### src/rtl/feature_pkg.sv
// Shared constants and state encoding for the feature byte packer.
package feature_pkg;

  localparam int FEATURE_DIM     = 8192;
  localparam int BYTES_PER_WORD  = 16;
  localparam int WORDS_PER_FRAME = FEATURE_DIM / BYTES_PER_WORD;
  localparam int WORD_W          = 8 * BYTES_PER_WORD;

  typedef enum logic [1:0] {
    FILL = 2'd0,
    PAD  = 2'd1,
    DROP = 2'd2
  } state_t;

endpackage

### src/rtl/word_fifo_fwft.sv
// First-word-fall-through FIFO: rd_data shows the head entry while empty is low.
module word_fifo_fwft #(
  parameter int Width = 128,
  parameter int Depth = 8
) (
  input  logic                     clk,
  input  logic                     rst_n,
  input  logic                     push,
  input  logic [Width-1:0]         push_data,
  input  logic                     pop,
  output logic [Width-1:0]         rd_data,
  output logic                     full,
  output logic                     empty,
  output logic [$clog2(Depth):0]   level
);

  localparam int PtrW = $clog2(Depth);
  localparam logic [PtrW:0] DepthLvl = (PtrW+1)'(Depth);

  logic [Width-1:0] mem_q [Depth];
  logic [PtrW-1:0]  wr_ptr_q, wr_ptr_d, rd_ptr_q, rd_ptr_d;
  logic [PtrW:0]    level_q, level_d;
  logic             push_ok, pop_ok;

  assign empty   = (level_q == '0);
  assign full    = (level_q == DepthLvl);
  assign pop_ok  = pop && !empty;
  assign push_ok = push && (!full || pop_ok);
  assign rd_data = empty ? '0 : mem_q[rd_ptr_q];
  assign level   = level_q;

  // NOTE: every signal assigned here gets a default first, so no path can infer a latch.
  always_comb begin
    wr_ptr_d = wr_ptr_q;
    rd_ptr_d = rd_ptr_q;
    level_d  = level_q;
    if (push_ok) wr_ptr_d = wr_ptr_q + 1'b1;
    if (pop_ok)  rd_ptr_d = rd_ptr_q + 1'b1;
    unique case ({push_ok, pop_ok})
      2'b10:   level_d = level_q + 1'b1;
      2'b01:   level_d = level_q - 1'b1;
      default: level_d = level_q;
    endcase
  end

  // NOTE: state flops use non-blocking assignments so all of them update together at the edge.
  always_ff @(posedge clk or negedge rst_n) begin
    if (!rst_n) begin
      wr_ptr_q <= '0;
      rd_ptr_q <= '0;
      level_q  <= '0;
    end else begin
      wr_ptr_q <= wr_ptr_d;
      rd_ptr_q <= rd_ptr_d;
      level_q  <= level_d;
    end
  end

  // NOTE: storage is deliberately not reset; rd_data is forced to zero while empty instead.
  always_ff @(posedge clk) begin
    if (push_ok) mem_q[wr_ptr_q] <= push_data;
  end

endmodule

### src/rtl/feature_packer.sv
// Packs a per-object feature byte stream into fixed-size frames of 128-bit words,
// zero-padding short frames and dropping the tail of long ones.
module feature_packer
  import feature_pkg::*;
#(
  parameter int FeatureDim = FEATURE_DIM,
  parameter int FifoDepth  = 8
) (
  input  logic                         clk,
  input  logic                         reset,
  input  logic [7:0]                   InData,
  input  logic                         InValid,
  input  logic                         InLast,
  output logic                         InReady,
  output logic [WORD_W-1:0]            RdData,
  output logic                         RdEmpty,
  input  logic                         RdFIFO,
  output logic                         FrameDone,
  output logic                         FrameShort,
  output logic                         FrameLong,
  output logic [$clog2(FifoDepth):0]   Level
);

  localparam int Words = FeatureDim / BYTES_PER_WORD;
  localparam int WcW   = (Words > 1) ? $clog2(Words) : 1;
  localparam int LvlW  = $clog2(FifoDepth) + 1;
  localparam logic [WcW-1:0]  LastWord = WcW'(Words - 1);
  localparam logic [LvlW-1:0] DepthLvl = LvlW'(FifoDepth);

  state_t            state_q, state_d;
  logic [3:0]        lane_q, lane_d;
  logic [WcW-1:0]    word_cnt_q, word_cnt_d;
  logic [WORD_W-1:0] asm_q, asm_d, asm_wr, push_word;
  logic              ready_en_q;
  logic              long_seen_q, long_seen_d;
  logic              done_q, done_d, short_q, short_d, long_q, long_d;
  logic              push, pop, fifo_full, accept, last_word;

  // Input is held off until the first edge after reset release.
  assign InReady   = ready_en_q && ((state_q == DROP) || ((state_q == FILL) && (Level < DepthLvl)));
  assign accept    = InValid && InReady;
  assign pop       = RdFIFO && !RdEmpty;
  assign last_word = (word_cnt_q == LastWord);

  always_comb begin
    asm_wr = asm_q;
    asm_wr[{lane_q, 3'b000} +: 8] = InData;
  end

  always_comb begin
    state_d     = state_q;
    lane_d      = lane_q;
    word_cnt_d  = word_cnt_q;
    asm_d       = asm_q;
    long_seen_d = long_seen_q;
    push        = 1'b0;
    push_word   = asm_q;
    done_d      = 1'b0;
    short_d     = 1'b0;
    long_d      = 1'b0;
    unique case (state_q)
      FILL: begin
        if (accept) begin
          asm_d  = asm_wr;
          lane_d = lane_q + 4'd1;
          if (lane_q == 4'd15) begin
            push      = 1'b1;
            push_word = asm_wr;
            asm_d     = '0;
            if (last_word) begin
              word_cnt_d = '0;
              done_d     = 1'b1;
              state_d    = InLast ? FILL : DROP;
            end else begin
              word_cnt_d = word_cnt_q + 1'b1;
              if (InLast) state_d = PAD;
            end
          end else if (InLast) begin
            // Partial word stays in asm_q; its unwritten lanes are already zero.
            state_d = PAD;
            lane_d  = '0;
          end
        end
      end
      PAD: begin
        if (!fifo_full || pop) begin
          push  = 1'b1;
          asm_d = '0;
          if (last_word) begin
            word_cnt_d = '0;
            done_d     = 1'b1;
            short_d    = 1'b1;
            state_d    = FILL;
          end else begin
            word_cnt_d = word_cnt_q + 1'b1;
          end
        end
      end
      DROP: begin
        if (accept) begin
          long_d      = !long_seen_q;
          long_seen_d = 1'b1;
          if (InLast) begin
            long_seen_d = 1'b0;
            state_d     = FILL;
          end
        end
      end
      default: state_d = FILL;
    endcase
  end

  always_ff @(posedge clk or negedge reset) begin
    if (!reset) begin
      state_q     <= FILL;
      lane_q      <= '0;
      word_cnt_q  <= '0;
      asm_q       <= '0;
      ready_en_q  <= 1'b0;
      long_seen_q <= 1'b0;
      done_q      <= 1'b0;
      short_q     <= 1'b0;
      long_q      <= 1'b0;
    end else begin
      state_q     <= state_d;
      lane_q      <= lane_d;
      word_cnt_q  <= word_cnt_d;
      asm_q       <= asm_d;
      ready_en_q  <= 1'b1;
      long_seen_q <= long_seen_d;
      done_q      <= done_d;
      short_q     <= short_d;
      long_q      <= long_d;
    end
  end

  assign FrameDone  = done_q;
  assign FrameShort = short_q;
  assign FrameLong  = long_q;

  word_fifo_fwft #(
    .Width (WORD_W),
    .Depth (FifoDepth)
  ) u_fifo (
    .clk       (clk),
    .rst_n     (reset),
    .push      (push),
    .push_data (push_word),
    .pop       (RdFIFO),
    .rd_data   (RdData),
    .full      (fifo_full),
    .empty     (RdEmpty),
    .level     (Level)
  );

endmodule

### config.mk
export PLATFORM = sky130hd
export DESIGN_NAME = feature_packer
export DESIGN_NICKNAME = d
export VERILOG_FILES = /design/src/rtl/feature_pkg.sv /design/src/rtl/word_fifo_fwft.sv /design/src/rtl/feature_packer.sv
export SDC_FILE = /design/constraint.sdc
export NUM_CORES = 1
export LEC_CHECK = 0
export CORE_UTILIZATION = 55
export DETAILED_ROUTE_END_ITERATION = 8
export PLACE_DENSITY = 0.79
export SLEW_MARGIN = 20
export SYNTH_ARGS = -nofsm -noshare
export SYNTH_HDL_FRONTEND = slang
export SYNTH_SLANG_ARGS = --single-unit
export TNS_END_PERCENT = 100
### constraint.sdc
create_clock -name clk -period 22 [get_ports clk]
set_input_delay 2.2 -clock clk [delete_from_list [all_inputs] [get_ports clk]]
set_output_delay 2.2 -clock clk [all_outputs]
set_load 0.005 [all_outputs]
==> impl_metrics.ini, run 1 <==
[layout]
drive_gt1_frac = 0.2131
layout_common_cells = 1024 x edfxtp_1, 256 x mux4_2, 155 x dfrtp_1
final_common_cell = edfxtp_1
antennaDiodeCount = 0
num-nets-final = 2478
utilization = 0.6298
syn_to_final_growth_pct = 13.37

[sta]
rsz0062_at_grt = no
maxSlewViolCount = 0
post-route-min-period_ns = 7.073
worstMarginPinSlew_ns = 1.078
timing.hold.ws_ns = 0.4386
hold_viol_final = 0
clock-skew-final_ns = 0.02353
fin_setup_tns_ns = 0
setup-violations-final = 0
slew_headroom = 0.2816
max_freq_mhz = 141.4
finalCritPeriodShare = 0.3215

[yosys]
ys_ff_latch = 1182
yosys.cell_types.count = 66
synth_edf_count = 1024
synth_ff_type = edfxtp_1
synth.top_cell.area_share = 0.6614
syn-instance-count = 2361
synthesis.nets = 2385
yosysSeqAreaShare = 0.7465
yosys-top-cells-area = edfxtp_1 66%, mux4_2 12%, dfrtp_1 8.5%
synth_area_leader_cell = edfxtp_1
netlist_area_sq_um = 46490
syn_avg_cell_area_sq_um = 19.69
yosys_warnings = 0
synthArstFlopShare = 0.1337

[worst_setup_path]
startpoint_type = register
cp.required_ns = 19.80
cp_max_fo = 49
end_kind = primary output
critical_path_arrival_ns = 4.87
critical_path_class = reg2out

[floorplanning]
die_area_sq_um = 85690
start_util = 0.5555
core_area_sq_um = 83690
num_rows = 106
io-pin-count = 150
die_x_um = 292.7
die_y_um = 292.7

[drt]
drt-initial-drc-count = 2381
avgViaCountPerCell = 6.320
first_pass_iters = 6
remaining_drc_errors = 0
vias = 23300
wl_per_cell_um = 27.98
wirelength_um = 103200
ant_nets = 0

[clock_network]
clock-sinks = 1182
clkSlewWorstSetupHoldPaths_ns = 0.06
cts_resized = 0
insertion_delay_ns = 0.69
htree_num_levels = 3
numCtsBuffers = 111
ctsHoldBuffers = 0
clockBufferDepth = 3
post_cts_buffers = 0
cts_root_buf = clkbuf_16
cts_tree = built

[global_routing]
globalRouteMet2Util = 0.4024
grt_pass1_wl_um = 153500
use_met1 = 0.3359
grt_busiest_layer = met2
grtUsageMet3 = 0.04575
grt_pass1_vias = 24100
grt_antenna_before_repair = 0
grt-ovfl-total = 0
grt_usage = 0.2446
grt_max_degree = 129

[power]
ir_drop_mv = 0.1469
p_total_uw = 7547
p_leak_uw = 0.01836
power.density_nw_per_um2 = 143.2

[place]
dpl.hpwl_um = 52280
port_buffers = 149
gp_congestion = 0.9225

[status]
outcome = completed

[min_path]
hold_class = reg2reg

[job]
drv_cap = 0
[worst max-delay path, stage by stage, from the launching register on]
cell	delay (ns)
dfrtp_4	0.94
buf_4	0.86
buf_4	0.84
mux4_2	0.61
mux2i_1	0.27
nor2_1	0.09
clkdlybuf4s50_1	0.49
[flip-flops by register name, indices dropped and copies added (netlist names)]
register / count
u_fifo.wr_ptr_q: 3
lane_q: 4
u_fifo.rd_ptr_q: 3
word_cnt_q: 9
u_fifo.level: 4
asm_q: 128
long_seen_q: 1
FrameShort: 1
ready_en_q: 1
FrameLong: 1
u_fifo.mem_q: 1024
state_q: 2
FrameDone: 1
[synthesized netlist by cell type (8+ instances only)]
master / count
a21oi_1: 12
a22o_1: 79
a32o_1: 8
buf_1: 19
buf_2: 37
clkbuf_1: 138
dfrtp_1: 158
edfxtp_1: 1024
ha_1: 11
inv_1: 19
mux2_2: 36
mux2i_1: 144
mux4_2: 256
nand2_1: 54
nand3_1: 13
nor2_1: 154
nor3_1: 11
o21ai_0: 23
o21ai_1: 9
o2bb2ai_1: 42
xor2_1: 9
[area by class of cell]
class / instances / area, sq um
Clock buffer: 162 / 3193
Sequential cell: 1182 / 34710
Tap cell: 1134 / 1419
Inverter: 20 / 75.07
Timing Repair Buffer: 182 / 1864
Clock inverter: 50 / 515.5
Multi-Input combinational cell: 957 / 10920
Fill cell: 5483 / 30980
[worst paths after layout]
kind,start,cells after the start,slack (ns),end
max,u_fifo.rd_ptr_q[0],6,14.93,RdData[84]
min,long_seen_q,1,0.44,FrameLong
max reg2reg,lane_q[0],7,18.30,u_fifo.mem_q[0][77]
min reg2reg,long_seen_q,1,0.44,FrameLong
max in group asynchronous,reset,3,18.47,asm_q[99]
min in group asynchronous,reset,1,1.53,asm_q[21]
[layer usage]
| layer | wire (um) | up-vias |
|---|---|---|
| li1 | - | 9656 |
| met1 | 40450 | 12270 |
| met2 | 51240 | 1170 |
| met3 | 8602 | 206 |
| met4 | 2880 | 0 |
| met5 | 0 | - |
[per-stage QoR]
stage	area, sq um	setup slack (ns)	std cells
2_1_floorplan	46490	4.928	2361
3_3_place_gp	48960	15.53	3474
3_5_place_dp	48960	15.51	3474
4_1_cts	52670	14.77	3686
5_1_grt	52700	14.54	3687
6_report	52700	14.93	3687
[report_power, final]
group / internal (uW) / switching [uW]
sequential: 2940 / 202
combinational: 1180 / 1300
clock: 1100 / 814
[logic make-up after synthesis]
kind of cell             Yosys count  share of synthesized area
AND/OR/NAND/NOR                  296                    0.03020
multiplexers                     437                     0.1640
AO/OA/AOI/OAI                    199                    0.03418
adder cells (fa/ha/maj)           11                   0.002960
XOR/XNOR                          13                   0.002449
flip-flops                      1182                     0.7465
other                              1                 0.00008066
buffers and inverters            222                    0.01967
Note: power is estimated with default switching activity, not from simulation.
==> run 2, diff against run 1 <==
- PLACE_DENSITY: 0.79 -> 0.81
- clock period: 22 -> 5.8 ns (I/O delays scaled with it)
==> impl_metrics.ini, run 2 (synthesis gave the netlist of run 1 again) <==
[status]
outcome = completed

[power]
ir_drop_mv = 0.5236
power_frac_clock = 0.255
power.density_nw_per_um2 = 545.8
internal_power_uw = 19990
p_comb_frac = 0.331
p_switching_uw = 8972
p_leak_uw = 0.01850
p_total_uw = 28970
switching_share = 0.3097
pwr-share-seq = 0.414

[sta]
fin_setup_tns_ns = 0
post-route-min-period_ns = 4.294
maxSlewViolCount = 0
worstMarginPinSlew_ns = 1.094
hold_viol_final = 0
clock-skew-final_ns = 0.01612
timing.hold.ws_ns = 0.4752
slew_headroom = 0.2709
max_freq_mhz = 232.9
finalCritPeriodShare = 0.7404
setup-violations-final = 0
rsz0062_at_grt = no

[floorplanning]
num_rows = 106
start_util = 0.5555
die_y_um = 292.7
io-pin-count = 150
core_area_sq_um = 83690
die_x_um = 292.7
die_area_sq_um = 85690

[global_routing]
grt_max_degree = 129
grt_pass1_vias = 24360
grt_pass1_wl_um = 155900
grt_usage = 0.2475
grt-ovfl-total = 0
grt_antenna_before_repair = 1

[drt]
drt-initial-drc-count = 2720
remaining_drc_errors = 0
wirelength_um = 104400
avgViaCountPerCell = 6.354
first_pass_iters = 6
vias = 23530
wl_per_cell_um = 28.20
ant_nets = 0

[place]
gp_congestion = 0.8963
port_buffers = 149
place_area_sq_um = 49300
dpl.hpwl_um = 56050

[worst_setup_path]
cpPeakStageDelay_ns = 1.11
cp_max_fo = 63
cp_slowest_cell = dfrtp_4
startpoint_type = register
critical_path_arrival_ns = 3.71
critical_path_class = reg2out
end_kind = primary output
crit_chain = buf_4, mux4_2, mux2i_1, nor2_1, clkdlybuf4s50_1
cp.required_ns = 5.22

[min_path]
hold_class = reg2reg

[layout]
final_area_sq_um = 53070
reg_top3 = u_fifo.mem_q (1024), asm_q (128), word_cnt_q (9)
drive_gt1_frac = 0.2157
final_common_cell = edfxtp_1
num-nets-final = 2494
utilization = 0.6342
largest_register_ffs = 1024
syn_to_final_growth_pct = 14.16
layout_common_cells = 1024 x edfxtp_1, 256 x mux4_2, 155 x dfrtp_1
top_register = u_fifo.mem_q

[job]
drv_cap = 0

[clock_network]
numCtsBuffers = 113
cts_root_buf = clkbuf_16
htree_num_levels = 3
insertion_delay_ns = 0.69
cts_tree = built
clock-sinks = 1182
clockBufferDepth = 3
clkSlewWorstSetupHoldPaths_ns = 0.06
[run 2: worst paths after layout]
| check | depth (start not counted) | slack, ns | end | start |
|---|---|---|---|---|
| worst max register to register | 7 | 2.08 | u_fifo.mem_q[4][125] | lane_q[0] |
| worst max-delay path | 5 | 1.51 | RdData[107] | u_fifo.rd_ptr_q[1] |
| worst min-delay path | 1 | 0.48 | FrameLong | long_seen_q |
| max in group asynchronous | 3 | 3.94 | u_fifo.rd_ptr_q[1] | reset |
| min in group asynchronous | 2 | 0.59 | asm_q[48] | reset |
| worst min register to register | 1 | 0.48 | FrameLong | long_seen_q |
[run 2: what timing repair did]
action | in CTS | in global routing
gates resized for setup | 0 | 0
setup buffers | 0 | 0
endpoints found under the hold margin | 63 | 0
hold buffers | 1 | 0
[run 2: critical path, delay by kind of cell, from the launching register on]
| kind | cells | cell delay, ns |
|---|---|---|
| buffers and inverters | 2 | 0.89 |
| muxes | 2 | 0.87 |
| and+or+nand+nor | 1 | 0.10 |
| DFF | 1 | 1.11 |
[run 2: power groups by stage]
stage,registers [uW],logic (uW),clock network (uW)
after floorplan,11700,5830,0
after global placement,12000,9550,0
after detailed placement,12100,9630,0
after CTS,12000,9710,7450
after global routing,12100,10200,7760
final,12000,9590,7390
[run 2: final cells by class]
class	instances	area, sq um
clock buffers	155	3115
multi-input cells	957	10970
fillers	5429	30620
flip-flops and latches	1182	34710
inverters	20	75.07
clock inverters	58	648.1
diodes	1	2.502
well taps	1134	1419
repair buffers	196	2123
[run 2: through the flow]
stage	instances	worst slack, ns
floorplan	2361	-0.2454
global placement	3488	2.187
detailed placement	3488	2.116
CTS	3702	1.425
global route	3702	1.271
finish	3703	1.506
[run 2: per-layer routing]
layer / vias up / part of all wire / global-route usage
met2: 1201 / 0.50 / 0.4123
met1: 12430 / 0.39 / 0.3394
li1: 9687 / - / -
met5: - / 0 / 0
met3: 207 / 0.076 / 0.04120
met4: 0 / 0.030 / 0.07368
